**src/rtl/memory_unit_reader_pkg.sv**
```systemverilog
// Shared definitions for the MemoryUnit read-side serialiser.
package memory_unit_reader_pkg;

    // Word width shared with MemoryUnit din/dout.
    localparam int MEM_WORD_W = 35;

    // Reader FSM encodings; fixed values so a bound checker or waveform
    // viewer can decode dbg_state directly.
    typedef enum logic [1:0] {
        ST_IDLE  = 2'd0,
        ST_SHIFT = 2'd1,
        ST_DONE  = 2'd2
    } state_t;

endpackage

```
**src/rtl/memory_unit_reader.sv**
```systemverilog
// Read-side companion to MemoryUnit: snapshots mem_dout on a read request,
// then streams the word one bit per accepted beat over a valid/ready port,
// reporting word parity and a one-cycle done pulse after the last bit.
//
// Serial handshake: a bit transfers on every rising clk edge where
// ser_valid & ser_ready are both high. ser_valid rises the cycle after the
// accepted rden and stays high until the final bit (ser_last) transfers; it
// never depends combinationally on ser_ready. While ser_ready is low,
// ser_out and ser_last hold their values.
module memory_unit_reader
    import memory_unit_reader_pkg::*;
#(
    parameter int WIDTH     = MEM_WORD_W,
    parameter bit LSB_FIRST = 1'b1
) (
    input  logic             clk,
    input  logic             arst,
    input  logic             rden,
    input  logic [WIDTH-1:0] mem_dout,
    output logic             busy,
    output logic [WIDTH-1:0] word_q,
    output logic             parity,
    output logic             ser_out,
    output logic             ser_valid,
    input  logic             ser_ready,
    output logic             ser_last,
    output logic             done,
    output logic [1:0]       dbg_state
);

    localparam int                CNT_W    = (WIDTH > 1) ? $clog2(WIDTH) : 1;
    localparam logic [CNT_W-1:0]  LAST_CNT = CNT_W'(WIDTH - 1);

    state_t           r_state;
    state_t           w_next_state;
    logic [WIDTH-1:0] r_sreg;
    logic [WIDTH-1:0] w_sreg_shifted;
    logic [CNT_W-1:0] r_cnt;
    logic [WIDTH-1:0] r_word_q;
    logic             r_parity;
    logic             w_capture;
    logic             w_beat;
    logic             w_cnt_last;

    assign w_cnt_last = (r_cnt == LAST_CNT);

    // Move the next bit toward the end that drives ser_out.
    assign w_sreg_shifted = LSB_FIRST ? (r_sreg >> 1) : (r_sreg << 1);

    // State register.
    always_ff @(posedge clk or posedge arst) begin
        if (arst) begin
            r_state <= ST_IDLE;
        end else begin
            r_state <= w_next_state;
        end
    end

    // Next-state decode plus capture/beat strobes for the datapath.
    always_comb begin
        w_next_state = r_state;
        w_capture    = 1'b0;
        w_beat       = 1'b0;
        case (r_state)
            ST_IDLE: begin
                if (rden) begin
                    w_capture    = 1'b1;
                    w_next_state = ST_SHIFT;
                end
            end
            ST_SHIFT: begin
                // rden is deliberately not looked at here: requests while busy are dropped.
                w_beat = ser_ready;
                if (ser_ready && w_cnt_last) begin
                    w_next_state = ST_DONE;
                end
            end
            ST_DONE: begin
                w_next_state = ST_IDLE;
            end
            default: begin
                w_next_state = ST_IDLE;
            end
        endcase
    end

    // Shift register and beat counter; the terminal beat leaves both as-is
    // so the counter never wraps past WIDTH-1.
    always_ff @(posedge clk or posedge arst) begin
        if (arst) begin
            r_sreg <= '0;
            r_cnt  <= '0;
        end else if (w_capture) begin
            r_sreg <= mem_dout;
            r_cnt  <= '0;
        end else if (w_beat && !w_cnt_last) begin
            r_sreg <= w_sreg_shifted;
            r_cnt  <= r_cnt + 1'b1;
        end
    end

    // Word snapshot and parity, held until the next accepted request.
    always_ff @(posedge clk or posedge arst) begin
        if (arst) begin
            r_word_q <= '0;
            r_parity <= 1'b0;
        end else if (w_capture) begin
            r_word_q <= mem_dout;
            r_parity <= ^mem_dout;
        end
    end

    assign ser_out   = LSB_FIRST ? r_sreg[0] : r_sreg[WIDTH-1];
    assign ser_valid = (r_state == ST_SHIFT);
    assign ser_last  = (r_state == ST_SHIFT) && w_cnt_last;
    assign done      = (r_state == ST_DONE);
    assign busy      = (r_state == ST_SHIFT) || (r_state == ST_DONE);
    assign word_q    = r_word_q;
    assign parity    = r_parity;
    assign dbg_state = r_state;

endmodule

```
**config.mk**
```make
export PLATFORM = sky130hd
export DESIGN_NAME = memory_unit_reader
export DESIGN_NICKNAME = d
export VERILOG_FILES = /design/src/rtl/memory_unit_reader_pkg.sv /design/src/rtl/memory_unit_reader.sv
export SDC_FILE = /design/constraint.sdc
export NUM_CORES = 1
export LEC_CHECK = 0
export ABC_CLOCK_PERIOD_IN_PS = 2980
export CAP_MARGIN = 20
export CORE_MARGIN = 2
export CORE_UTILIZATION = 50
export CTS_BUF_LIST = sky130_fd_sc_hd__clkbuf_16
export DETAILED_ROUTE_END_ITERATION = 8
export PLACE_DENSITY = 0.8
export SETUP_SLACK_MARGIN = 0.1
export SYNTH_ARGS = -nofsm -noshare
export SYNTH_HDL_FRONTEND = slang
export SYNTH_SLANG_ARGS = --single-unit
export TNS_END_PERCENT = 30
```
**constraint.sdc**
```tcl
create_clock -name clk -period 2.98 [get_ports clk]
set_clock_uncertainty 0.1 [all_clocks]
set_input_delay 0.447 -clock clk [delete_from_list [all_inputs] [get_ports clk]]
set_output_delay 0.447 -clock clk [all_outputs]
set_load 0.05 [all_outputs]
```
=== After elaboration in Yosys (flattened, before gate mapping) ===
Cells that the tools add are included.

* Add/subtract/negate cells: 1
* Equal/unequal tests: 5
* Muxes and demuxes: 10
* Reductions and logical operators: 9

{| class="wikitable"
|+ Operator list
! operator !! number
|-
| $mux W35 || 2
|-
| $reduce_xor A35 Y1 || 1
|-
| $mux W6 || 2
|-
| $add A6 B1 Y6 const B || 1
|-
| $eq A6 B6 Y1 const B || 1
|-
| $mux W2 || 2
|-
| $pmux W2 S2 || 1
|-
| $logic_and A1 B1 Y1 || 3
|-
| $mux W1 || 3
|-
| $eq A2 B1 Y1 const B || 1
|-
| $eq A2 B2 Y1 const B || 1
|-
| $logic_not A2 Y1 || 1
|-
| $ne A2 B1 Y1 const B || 1
|-
| $ne A2 B2 Y1 const B || 1
|-
| $reduce_and A2 Y1 || 1
|-
| $reduce_bool A2 Y1 || 1
|-
| $logic_not A1 Y1 || 1
|-
| $logic_or A1 B1 Y1 || 1
|}

* Register bits: 79
* Input bits: 39
* Output and inout port bits: 43
* Logic and storage cells: 30

=== Logic depth before layout (Yosys ltp) ===
Gate-level depths: netlist of run 1.

* Depth after elaboration: 5
* Depth in mapped cells: 9
* Mapped depth without buffers: 8

=== Worst setup path after synthesis of run 1 ===
No wires, ideal clock.

* Path kind: register to output
* Start point: register r_state[1] (netlist: dbg_state[1])
* End point: output ser_last
* Data arrival time: 1.792 ns
* Required time: 2.433 ns
* Setup slack: 0.641 ns
* Cell stages (with the launch flop): 4
* Path buffers: 0
* Path through: dfrtp_1 -> inv_1 -> ha_1 -> and2_1

* Cells in the longest elaborated chain, start to end: 2

{| class="wikitable"
|+ RTL lines
! item !! line !! RTL
|-
| start, declared || memory_unit_reader.sv:34 || <nowiki>state_t r_state;</nowiki>
|-
| start signal, assigned || memory_unit_reader.sv:55 || <nowiki>r_state <= w_next_state;</nowiki>
|-
| $eq A2 B1 Y1 || -- ||
|-
| net ser_valid || memory_unit_reader.sv:24 || <nowiki>output logic ser_valid,</nowiki>
|-
| $logic_and A1 B1 Y1 || memory_unit_reader.sv:115 || <nowiki>assign ser_last = (r_state == ST_SHIFT) && w_cnt_last;</nowiki>
|-
| end, declared || memory_unit_reader.sv:26 || <nowiki>output logic ser_last,</nowiki>
|}

The timed path passes the listed nets, and every way through them passes these cells.

=== Worst setup path after layout of run 1 ===
* Start point: register r_state[1] (netlist: dbg_state[1])
* End point: output ser_valid

* Cells in the longest elaborated chain, start to end: 1

{| class="wikitable"
|+ RTL lines
! item !! line !! RTL
|-
| $eq A2 B1 Y1 || memory_unit_reader.sv:114 || <nowiki>assign ser_valid = (r_state == ST_SHIFT);</nowiki>
|-
| end, declared || memory_unit_reader.sv:24 ||
|}

No other way between the ends.

==> flow_metrics.tcl, run 1 <==
set metrics [dict create \
    outcome "finished clean" \
    synthesis.nets 394 \
    clk_slew_on_worst_s_h_paths_ns 0.06 \
    synthesis.instances 349 \
    drc_errors 0 \
    clk_latency_ns 0.32 \
    first_pass_iters 4 \
    ant_nets 0 \
    final.period_utilization_pct 83.9 \
    htreeDepth 3 \
    globalRouteTotalUtil_pct 20.5 \
    synth-async-reset-ratio_pct 100 \
    tritoncts "yes" \
    power_report.internal_total_w 0.00328 \
    die_x_um 88.7 \
    top_level_ports 82 \
    layout_filler_cell_count 528 \
    synth-edff-count 0 \
    register_area_um2 1980 \
    timing.final.max_slew_violations 0 \
    gr_layer_usage_met2_pct 34.1 \
    synthDistinctLibCells 27 \
    globalRouteMet3Util_pct 2.99 \
    setup.worst_path.class "flip-flop to output port" \
    path_cells "inv_1 -> ha_1 -> clkdlybuf4s50_1" \
    fin_nets 477 \
    post_synthesis_register_bit_count 79 \
    drt-vias-per-instance 4.95 \
    share_of_cells_above_drive_strength_1_pct 5.95 \
    placement_rows 30 \
    wl_mm 7.23 \
    drv_cap 0 \
    start_util_pct 52.3 \
    hp-class "flip-flop to flip-flop" \
    max-vdd-ir-drop_v 0.000657 \
    maximum_number_of_pins_on_one_net_before_global_route_repair 39 \
    slew_headroom_pct 44.7 \
    total_leakage_power_nw 2.30 \
    endpoint_kind "output port" \
    p_switching_w 0.00244 \
    proportion_of_total_power_due_to_net_switching_pct 42.6 \
    finalWorstPathRequiredPeriod_ns 2.50 \
    pwr_density_cell_nw_per_um2 1190 \
    synth_area_leader_cell "sky130_fd_sc_hd__dfrtp_1" \
    setup_slack_ns 0.481 \
    floorplan.die.height_um 88.7 \
    ys_top_cells_by_area "sky130_fd_sc_hd__dfrtp_1 55%, sky130_fd_sc_hd__nand2_1 12%, sky130_fd_sc_hd__mux2i_1 9.5%" \
    grt_pass1_wl_mm 12.5 \
    fmaxAchievable_ghz 0.400 \
    unrepaired_setup_endpoints_after_global_routing "false" \
    grt_pass1_vias 2686 \
    hpwlAfterDp_mm 5.19 \
    synth_sequential_area_ratio_pct 55.1 \
    busiest_layer "met2" \
    antennaDiodeCount 0 \
    syn_area_per_cell_um2 10.3 \
    area_growth_syn_to_layout_pct 33.5 \
    slowest_stage "sky130_fd_sc_hd__clkdlybuf4s50_1" \
    cpPeakStageDelay_ns 0.84 \
    numCtsBuffers 9 \
    area_of_combinational_cells_with_multiple_inputs_um2 1490 \
    place_ws_ns 0.561 \
    met1_track_utilization_from_global_routing_pct 27.8 \
    util_after_layout_pct 69.8 \
    crit_path_max_fanout 6 \
    drt_first_iter_violations 101 \
    timing.final.hold_violations 0 \
    routed-via-count 2640 \
    seq_power_share_pct 32.5 \
    fin_tns_setup_ns 0 \
    max-clock-path-buffers 2 \
    worst_pin_slew_ns 0.830 \
    setup.worst_path.start_class "flip-flop" \
    post_synth_instance_area_um2 3590 \
    io_buffers 81 \
    crit_arrival_ns 1.95 \
    setup_viol 0 \
    grt_antenna_before_repair 0 \
    cts_root_buf "sky130_fd_sc_hd__clkbuf_16" \
    clock_sink_count 79 \
    synth_largest_type_area_fraction_pct 55.1 \
    route.detailed.wl_per_inst_um 13.6 \
    worstPathRequired_ns 2.43 \
    number_of_warnings_issued_by_yosys 0 \
    top_count_cell_post_synth "sky130_fd_sc_hd__nand2_1" \
    share_of_power_burned_in_the_clock_network_pct 19.9 \
    replace_congestion 0.744 \
    power_frac_comb_pct 47.7 \
    synth_top_cells_by_count "113 x sky130_fd_sc_hd__nand2_1, 79 x sky130_fd_sc_hd__dfrtp_1, 34 x sky130_fd_sc_hd__mux2i_1" \
    design.die.area_um2 7870 \
    remaining_overflow_grt 0 \
    core_area_um2 6870 \
    top_flip_flop_cell_by_instance_count_after_synthesis "sky130_fd_sc_hd__dfrtp_1" \
]
[placed cells by master, fill, tap and decap left out, drive strengths merged, types with 2 or more instances in the layout]
| cell | count |
|---|---|
| o21ai | 38 |
| clkbuf | 9 |
| ha | 6 |
| nand2 | 113 |
| dfrtp | 79 |
| xor2 | 6 |
| a21oi | 2 |
| nor2 | 6 |
| clkinv | 4 |
| clkdlybuf4s50 | 80 |
| inv | 3 |
| bufinv | 2 |
| nand3 | 2 |
| xnor2 | 30 |
| mux2i | 34 |
| buf | 8 |
| clkinvlp | 2 |
| and2 | 2 |
[layer usage]
metal  vias to the layer above  wire (um)
met3                         7        205
met5                         -          0
met1                      1270       3310
met2                        51       3660
met4                         0         54
li1                       1312          -
[cell type report]
cell class | count | share of cell area (%)
clock inverter | 7 | 1.83
tap | 96 | 2.51
timing repair buffer | 89 | 18.2
inverter | 4 | 0.339
clock buffer | 9 | 4.70
multi-input combinational | 249 | 31.2
sequential | 79 | 41.2
[flip-flops by register name, indices dropped and copies added (netlist names)]
register   flops
r_sreg        35
dbg_state      2
parity         1
word_q        35
r_cnt          6
[metrics by stage]
| step | total power [W] | hold WS [ns] | area, um^2 | cells |
|---|---|---|---|---|
| after global placement | 0.00455 | 0.358 | 4480 | 517 |
| after floorplan | 0.00376 | 0.402 | 3590 | 349 |
| after global routing | 0.00607 | 0.398 | 4790 | 533 |
| after CTS | 0.00577 | 0.377 | 4790 | 533 |
| after detailed placement | 0.00461 | 0.361 | 4480 | 517 |
| final | 0.00572 | 0.371 | 4790 | 533 |
[power by group through the flow]
stage | combinational, W | clock [W] | sequential, W
after floorplan | 0.00101 | 0 | 0.00275
after global placement | 0.00270 | 0 | 0.00185
after detailed placement | 0.00274 | 0 | 0.00187
after CTS | 0.00275 | 0.00115 | 0.00186
after global routing | 0.00294 | 0.00120 | 0.00192
final | 0.00273 | 0.00114 | 0.00186
[worst max-delay path: cells and delay by family (launching register included)]
| family | cells | cell delay (ns) |
|---|---|---|
| buffers and inverters | 2 | 0.95 |
| DFF | 1 | 0.40 |
| adders and majority gates | 1 | 0.28 |
[final timing paths]
path                                                to  depth (start not counted)  slack [ns]                      from
worst max-delay path                         ser_valid                          3        0.48  dbg_state[1]$_DFFE_PP0P_
worst min-delay path             word_q[8]$_DFFE_PP0P_                          2        0.37     word_q[8]$_DFFE_PP0P_
worst max register to register  r_sreg[27]$_DFFE_PP0P_                          8        0.61      r_cnt[0]$_DFFE_PP0P_
worst min register to register   word_q[8]$_DFFE_PP0P_                          2        0.37     word_q[8]$_DFFE_PP0P_
max in group asynchronous        r_sreg[1]$_DFFE_PP0P_                          3        1.66                      arst
min in group asynchronous       word_q[17]$_DFFE_PP0P_                          2        0.41                      arst
[logic make-up (layout without fill, tap and decap cells)]
group | Yosys count | in the layout | share of synthesized area [%]
buffers and inverters | 21 | 109 | 3.49
AO/OA/AOI/OAI | 42 | 42 | 6.17
XOR/XNOR | 37 | 37 | 9.41
adder cells (fa/ha/maj) | 6 | 6 | 2.09
multiplexers | 34 | 34 | 9.48
AND/OR/NAND/NOR | 130 | 130 | 14.3
flip-flops | 79 | 79 | 55.1
[what timing repair did]
action,CTS,global route
hold buffers,0,0
endpoints found under the setup margin,0,1
buffers inserted,0,0
gates resized for setup,0,1
Note: power is estimated with default switching activity, not from simulation.
==> inputs of run 2 (changes only) <==
Settings changed: ABC_CLOCK_PERIOD_IN_PS 2980 to 2400.
Clock period 2.98 ns to 2.4 ns, I/O delays scaled along.
==> flow_metrics.tcl, run 2 (same netlist as run 1, synthesis figures left out) <==
set metrics [dict create \
    htreeDepth 3 \
    hp-class "input port to async pin" \
    outcome "finished clean" \
    remaining_overflow_grt 0 \
    area_growth_syn_to_layout_pct 35.3 \
    path_delay_family "simple AND/OR/NAND/NOR gates" \
    setup_viol 0 \
    final.period_utilization_pct 87.5 \
    drt_first_iter_violations 122 \
    replace_congestion 0.801 \
    floorplan.die.height_um 88.7 \
    worstPathRequired_ns 2.50 \
    grt_pass1_vias 2572 \
    route.detailed.wl_per_inst_um 13.7 \
    placement_rows 30 \
    finish.instance_area_um2 4860 \
    unrepaired_setup_endpoints_after_global_routing "false" \
    cpPeakStageDelay_ns 0.44 \
    max-vdd-ir-drop_v 0.000796 \
    routed-via-count 2631 \
    tritoncts "yes" \
    first_pass_iters 4 \
    maximum_number_of_pins_on_one_net_before_global_route_repair 51 \
    antennaDiodeCount 0 \
    die_x_um 88.7 \
    grt_pass1_wl_mm 12.3 \
    crit_path_max_fanout 16 \
    timing.final.max_slew_violations 0 \
    fin_nets 476 \
    start_util_pct 52.3 \
    top_level_ports 82 \
    globalRouteTotalUtil_pct 20.4 \
    grt_antenna_before_repair 0 \
    timing.final.hold_violations 0 \
    core_area_um2 6870 \
    numCtsBuffers 9 \
    setup.worst_path.start_class "flip-flop" \
    total_leakage_power_nw 2.33 \
    clock_sink_count 79 \
    setup.worst_path.class "flip-flop to flip-flop" \
    mostFrequentLayoutCell "sky130_fd_sc_hd__nand2_1" \
    critPathBufInv 2 \
    hpwlAfterDp_mm 5.14 \
    finalWorstPathRequiredPeriod_ns 2.10 \
    share_of_cells_above_drive_strength_1_pct 6.19 \
    layout_filler_cell_count 528 \
    path_cells "inv_1 -> ha_1 -> nand2_1 -> or4_1 -> and3_1 -> buf_4 -> nand4_1 -> xor2_1 -> nor2_1" \
    post_dp_cell_area_um2 4520 \
    fmaxAchievable_ghz 0.476 \
    drc_errors 0 \
    crit_arrival_ns 2.20 \
    io_buffers 81 \
    drv_cap 0 \
    fin_tns_setup_ns 0 \
    dp_cells 516 \
    wl_mm 7.30 \
    layout_common_cells "113 x sky130_fd_sc_hd__nand2_1, 79 x sky130_fd_sc_hd__dfrtp_1, 77 x sky130_fd_sc_hd__clkdlybuf4s50_1" \
    clk_latency_ns 0.32 \
    clk_slew_on_worst_s_h_paths_ns 0.06 \
    max-clock-path-buffers 2 \
    pwr_density_cell_nw_per_um2 1480 \
    design.die.area_um2 7870 \
    slew_headroom_pct 63.2 \
    endpoint_kind "flip-flop" \
    final_cells 532 \
    slowest_stage "sky130_fd_sc_hd__or4_1" \
    worst_pin_slew_ns 0.550 \
    cts_root_buf "sky130_fd_sc_hd__clkbuf_16" \
    drt-vias-per-instance 4.95 \
    ant_nets 0 \
]
## run 2: final cells by class
cell class	instances	area, um^2	area share (%)
multi-input cells	249	1490	30.8
clock inverters	7	113	2.32
repair buffers	88	910	18.7
flip-flops and latches	79	1980	40.7
inverters	4	18.8	0.386
clock buffers	9	225	4.64
well taps	96	120	2.47
## run 2: repair_timing
item	4_1_cts	5_1_grt
hold buffers	0	0
buffers inserted	0	0
endpoints found under the setup margin	1	1
endpoints found under the hold margin	0	0
resized for setup	1	1
## run 2: tightest hold or removal path: stages
cell                              delay (ns)
sky130_fd_sc_hd__clkdlybuf4s50_1        0.44
sky130_fd_sc_hd__clkinvlp_4             0.13
sky130_fd_sc_hd__buf_12                 0.20
## run 2: routing by layer
layer	vias to the layer above	part of all wire (%)	global-route usage [%]
li1	1305	-	-
met1	1261	45	26.9
met2	59	50	33.0
met3	6	4.3	5.78
met4	0	0.95	6.20
met5	-	0	0
## run 2: power breakdown
group	switching, W	internal [W]
combinational	0.00217	0.00122
clock	0.000506	0.00101
sequential	0.000351	0.00195
total	0.00302	0.00418
## run 2: final timing paths
kind / cells after the start / slack (ns) / start / to
min reg2reg: 2 / 0.37 / word_q[11]$_DFFE_PP0P_ / word_q[11]$_DFFE_PP0P_
max: 9 / 0.30 / r_cnt[0]$_DFFE_PP0P_ / r_cnt[4]$_DFFE_PP0P_
min: 3 / 0.34 / arst / word_q[31]$_DFFE_PP0P_
min in group clk: 2 / 0.37 / word_q[11]$_DFFE_PP0P_ / word_q[11]$_DFFE_PP0P_
max in group asynchronous: 3 / 1.58 / arst / word_q[6]$_DFFE_PP0P_
max reg2reg: 9 / 0.30 / r_cnt[0]$_DFFE_PP0P_ / r_cnt[4]$_DFFE_PP0P_
## run 2: through the flow
step | total power, W | hold slack, ns | worst slack (ns) | util (%)
4_1_cts | 0.00728 | 0.342 | 0.126 | 70.7
5_1_grt | 0.00764 | 0.356 | 0.139 | 70.7
2_1_floorplan | 0.00467 | 0.379 | 0.137 | -
3_5_place_dp | 0.00573 | 0.362 | 0.0876 | 65.8
3_3_place_gp | 0.00565 | 0.357 | 0.133 | 65.8
6_report | 0.00720 | 0.343 | 0.300 | 70.7
==> inputs of run 3 (changes only) <==
Settings changed: CTS_CLUSTER_SIZE set to 10, SKIP_CTS_REPAIR_TIMING set to 1.
==> flow_metrics.tcl, run 3 (same netlist as run 1, synthesis figures left out) <==
set metrics [dict create \
    outcome "finished clean" \
    setup_viol 0 \
    path_cells "inv_1 -> ha_1 -> clkdlybuf4s50_1" \
    numCtsBuffers 9 \
    timing.final.max_slew_violations 0 \
    remaining_overflow_grt 0 \
    final.period_utilization_pct 94.3 \
    grt_antenna_before_repair 0 \
    core_area_um2 6870 \
    crit_path_max_fanout 4 \
    drt_first_iter_violations 117 \
    grt_pass1_wl_mm 12.3 \
    mostFrequentLayoutCell "sky130_fd_sc_hd__nand2_1" \
    wl_mm 7.31 \
    finalWorstPathRequiredPeriod_ns 2.26 \
    htreeDepth 3 \
    reg2reg_setup_slack_ns 0.30 \
    drc_errors 0 \
    total_leakage_power_nw 2.32 \
    util_after_layout_pct 70.7 \
    share_of_cells_above_drive_strength_1_pct 6.19 \
    design.die.area_um2 7870 \
    crit_arrival_ns 1.80 \
    slew_headroom_pct 63.2 \
    floorplan.die.height_um 88.7 \
    fin_nets 476 \
    io_buffers 81 \
    layout_filler_cell_count 527 \
    share_of_power_burned_in_the_clock_network_pct 21.0 \
    worst_pin_slew_ns 0.550 \
    fin_tns_setup_ns 0 \
    unrepaired_setup_endpoints_after_global_routing "true" \
    globalRouteTotalUtil_pct 20.4 \
    hp-class "input port to async pin" \
    ant_nets 0 \
    timing.final.hold_violations 0 \
    drv_cap 0 \
    placement_rows 30 \
    replace_congestion 0.801 \
    max-clock-path-buffers 2 \
    die_x_um 88.7 \
    p_switching_w 0.00302 \
    maximum_number_of_pins_on_one_net_before_global_route_repair 51 \
    seq_power_share_pct 32.0 \
    grt_pass1_vias 2569 \
    top_level_ports 82 \
    area_growth_syn_to_layout_pct 35.3 \
    clk_slew_on_worst_s_h_paths_ns 0.06 \
    cts_root_buf "sky130_fd_sc_hd__clkbuf_16" \
    antennaDiodeCount 0 \
    regToRegStartpoint "r_cnt[0]$_DFFE_PP0P_" \
    route.detailed.wl_per_inst_um 13.7 \
    fmaxAchievable_ghz 0.442 \
    post_dp_cell_area_um2 4520 \
    routed-via-count 2633 \
    clk_latency_ns 0.32 \
    cpPeakStageDelay_ns 0.79 \
    power.total_w 0.00721 \
    rr_endpoint "r_cnt[4]$_DFFE_PP0P_" \
    setup.worst_path.start_class "flip-flop" \
    reg2reg_depth 9 \
    setup.worst_path.class "flip-flop to output port" \
    first_pass_iters 4 \
    tritoncts "yes" \
    slowest_stage "sky130_fd_sc_hd__clkdlybuf4s50_1" \
    power_report.internal_total_w 0.00418 \
    hpwlAfterDp_mm 5.14 \
    layout_common_cells "113 x sky130_fd_sc_hd__nand2_1, 79 x sky130_fd_sc_hd__dfrtp_1, 78 x sky130_fd_sc_hd__clkdlybuf4s50_1" \
    pwr_density_cell_nw_per_um2 1480 \
    clock_sink_count 79 \
    endpoint_kind "output port" \
    power_frac_comb_pct 47.0 \
    start_util_pct 52.3 \
    worstPathRequired_ns 1.94 \
    hold_slack_ns 0.343 \
    finish.instance_area_um2 4860 \
    max-vdd-ir-drop_v 0.000796 \
    drt-vias-per-instance 4.95 \
    proportion_of_total_power_due_to_net_switching_pct 41.9 \
]
[run 3: critical path: cells and delay by family (launching register included)]
kind,cells,cell delay (ns)
DFF,1,0.40
adders and majority gates,1,0.16
buffers and inverters,2,0.92
[run 3: layout make-up]
class	count	area (um^2)	area share, %
Sequential cell	79	1980	40.7
Multi-Input combinational cell	249	1490	30.7
Timing Repair Buffer	88	911	18.7
Clock buffer	9	225	4.64
Tap cell	96	120	2.47
Clock inverter	7	113	2.32
Inverter	4	18.8	0.386
[run 3: per-layer routing]
layer  share of wire, %  global-route usage [%]  vias up  routed length (um)
met5                  0                       0        -                   0
met3                4.2                    5.78        6                 309
met2                 50                    33.0       59                3660
met1                 45                    26.9     1262                3280
li1                   -                       -     1306                   -
met4               0.94                    6.20        0                  69
[run 3: stage by stage]
| stage | worst slack, ns | std cells |
|---|---|---|
| global placement | 0.133 | 516 |
| CTS | 0.0462 | 532 |
| detailed placement | 0.0876 | 516 |
| global route | 0.0715 | 532 |
| finish | 0.137 | 532 |
| floorplan | 0.137 | 349 |
[run 3: how the worst max path moves through the flow]
| stage | start | to | cells past startpoint |
|---|---|---|---|
| 2_1_floorplan | dbg_state[1]$_DFFE_PP0P_ | r_sreg[0]$_DFFE_PP0P_ | 7 |
| 3_3_place_gp | mem_dout[0] | parity$_DFFE_PP0P_ | 7 |
| 3_5_place_dp | mem_dout[1] | parity$_DFFE_PP0P_ | 7 |
| 4_1_cts | dbg_state[1]$_DFFE_PP0P_ | busy | 3 |
| 5_1_grt | dbg_state[0]$_DFFE_PP0P_ | done | 3 |
| 6_report | dbg_state[0]$_DFFE_PP0P_ | done | 3 |
[run 3: power by group through the flow]
| stage | clock network, W | registers (W) | logic (W) |
|---|---|---|---|
| 2_1_floorplan | 0 | 0.00341 | 0.00126 |
| 3_3_place_gp | 0 | 0.00230 | 0.00335 |
| 3_5_place_dp | 0 | 0.00231 | 0.00342 |
| 4_1_cts | 0.00154 | 0.00231 | 0.00343 |
| 5_1_grt | 0.00160 | 0.00239 | 0.00366 |
| 6_report | 0.00151 | 0.00230 | 0.00339 |
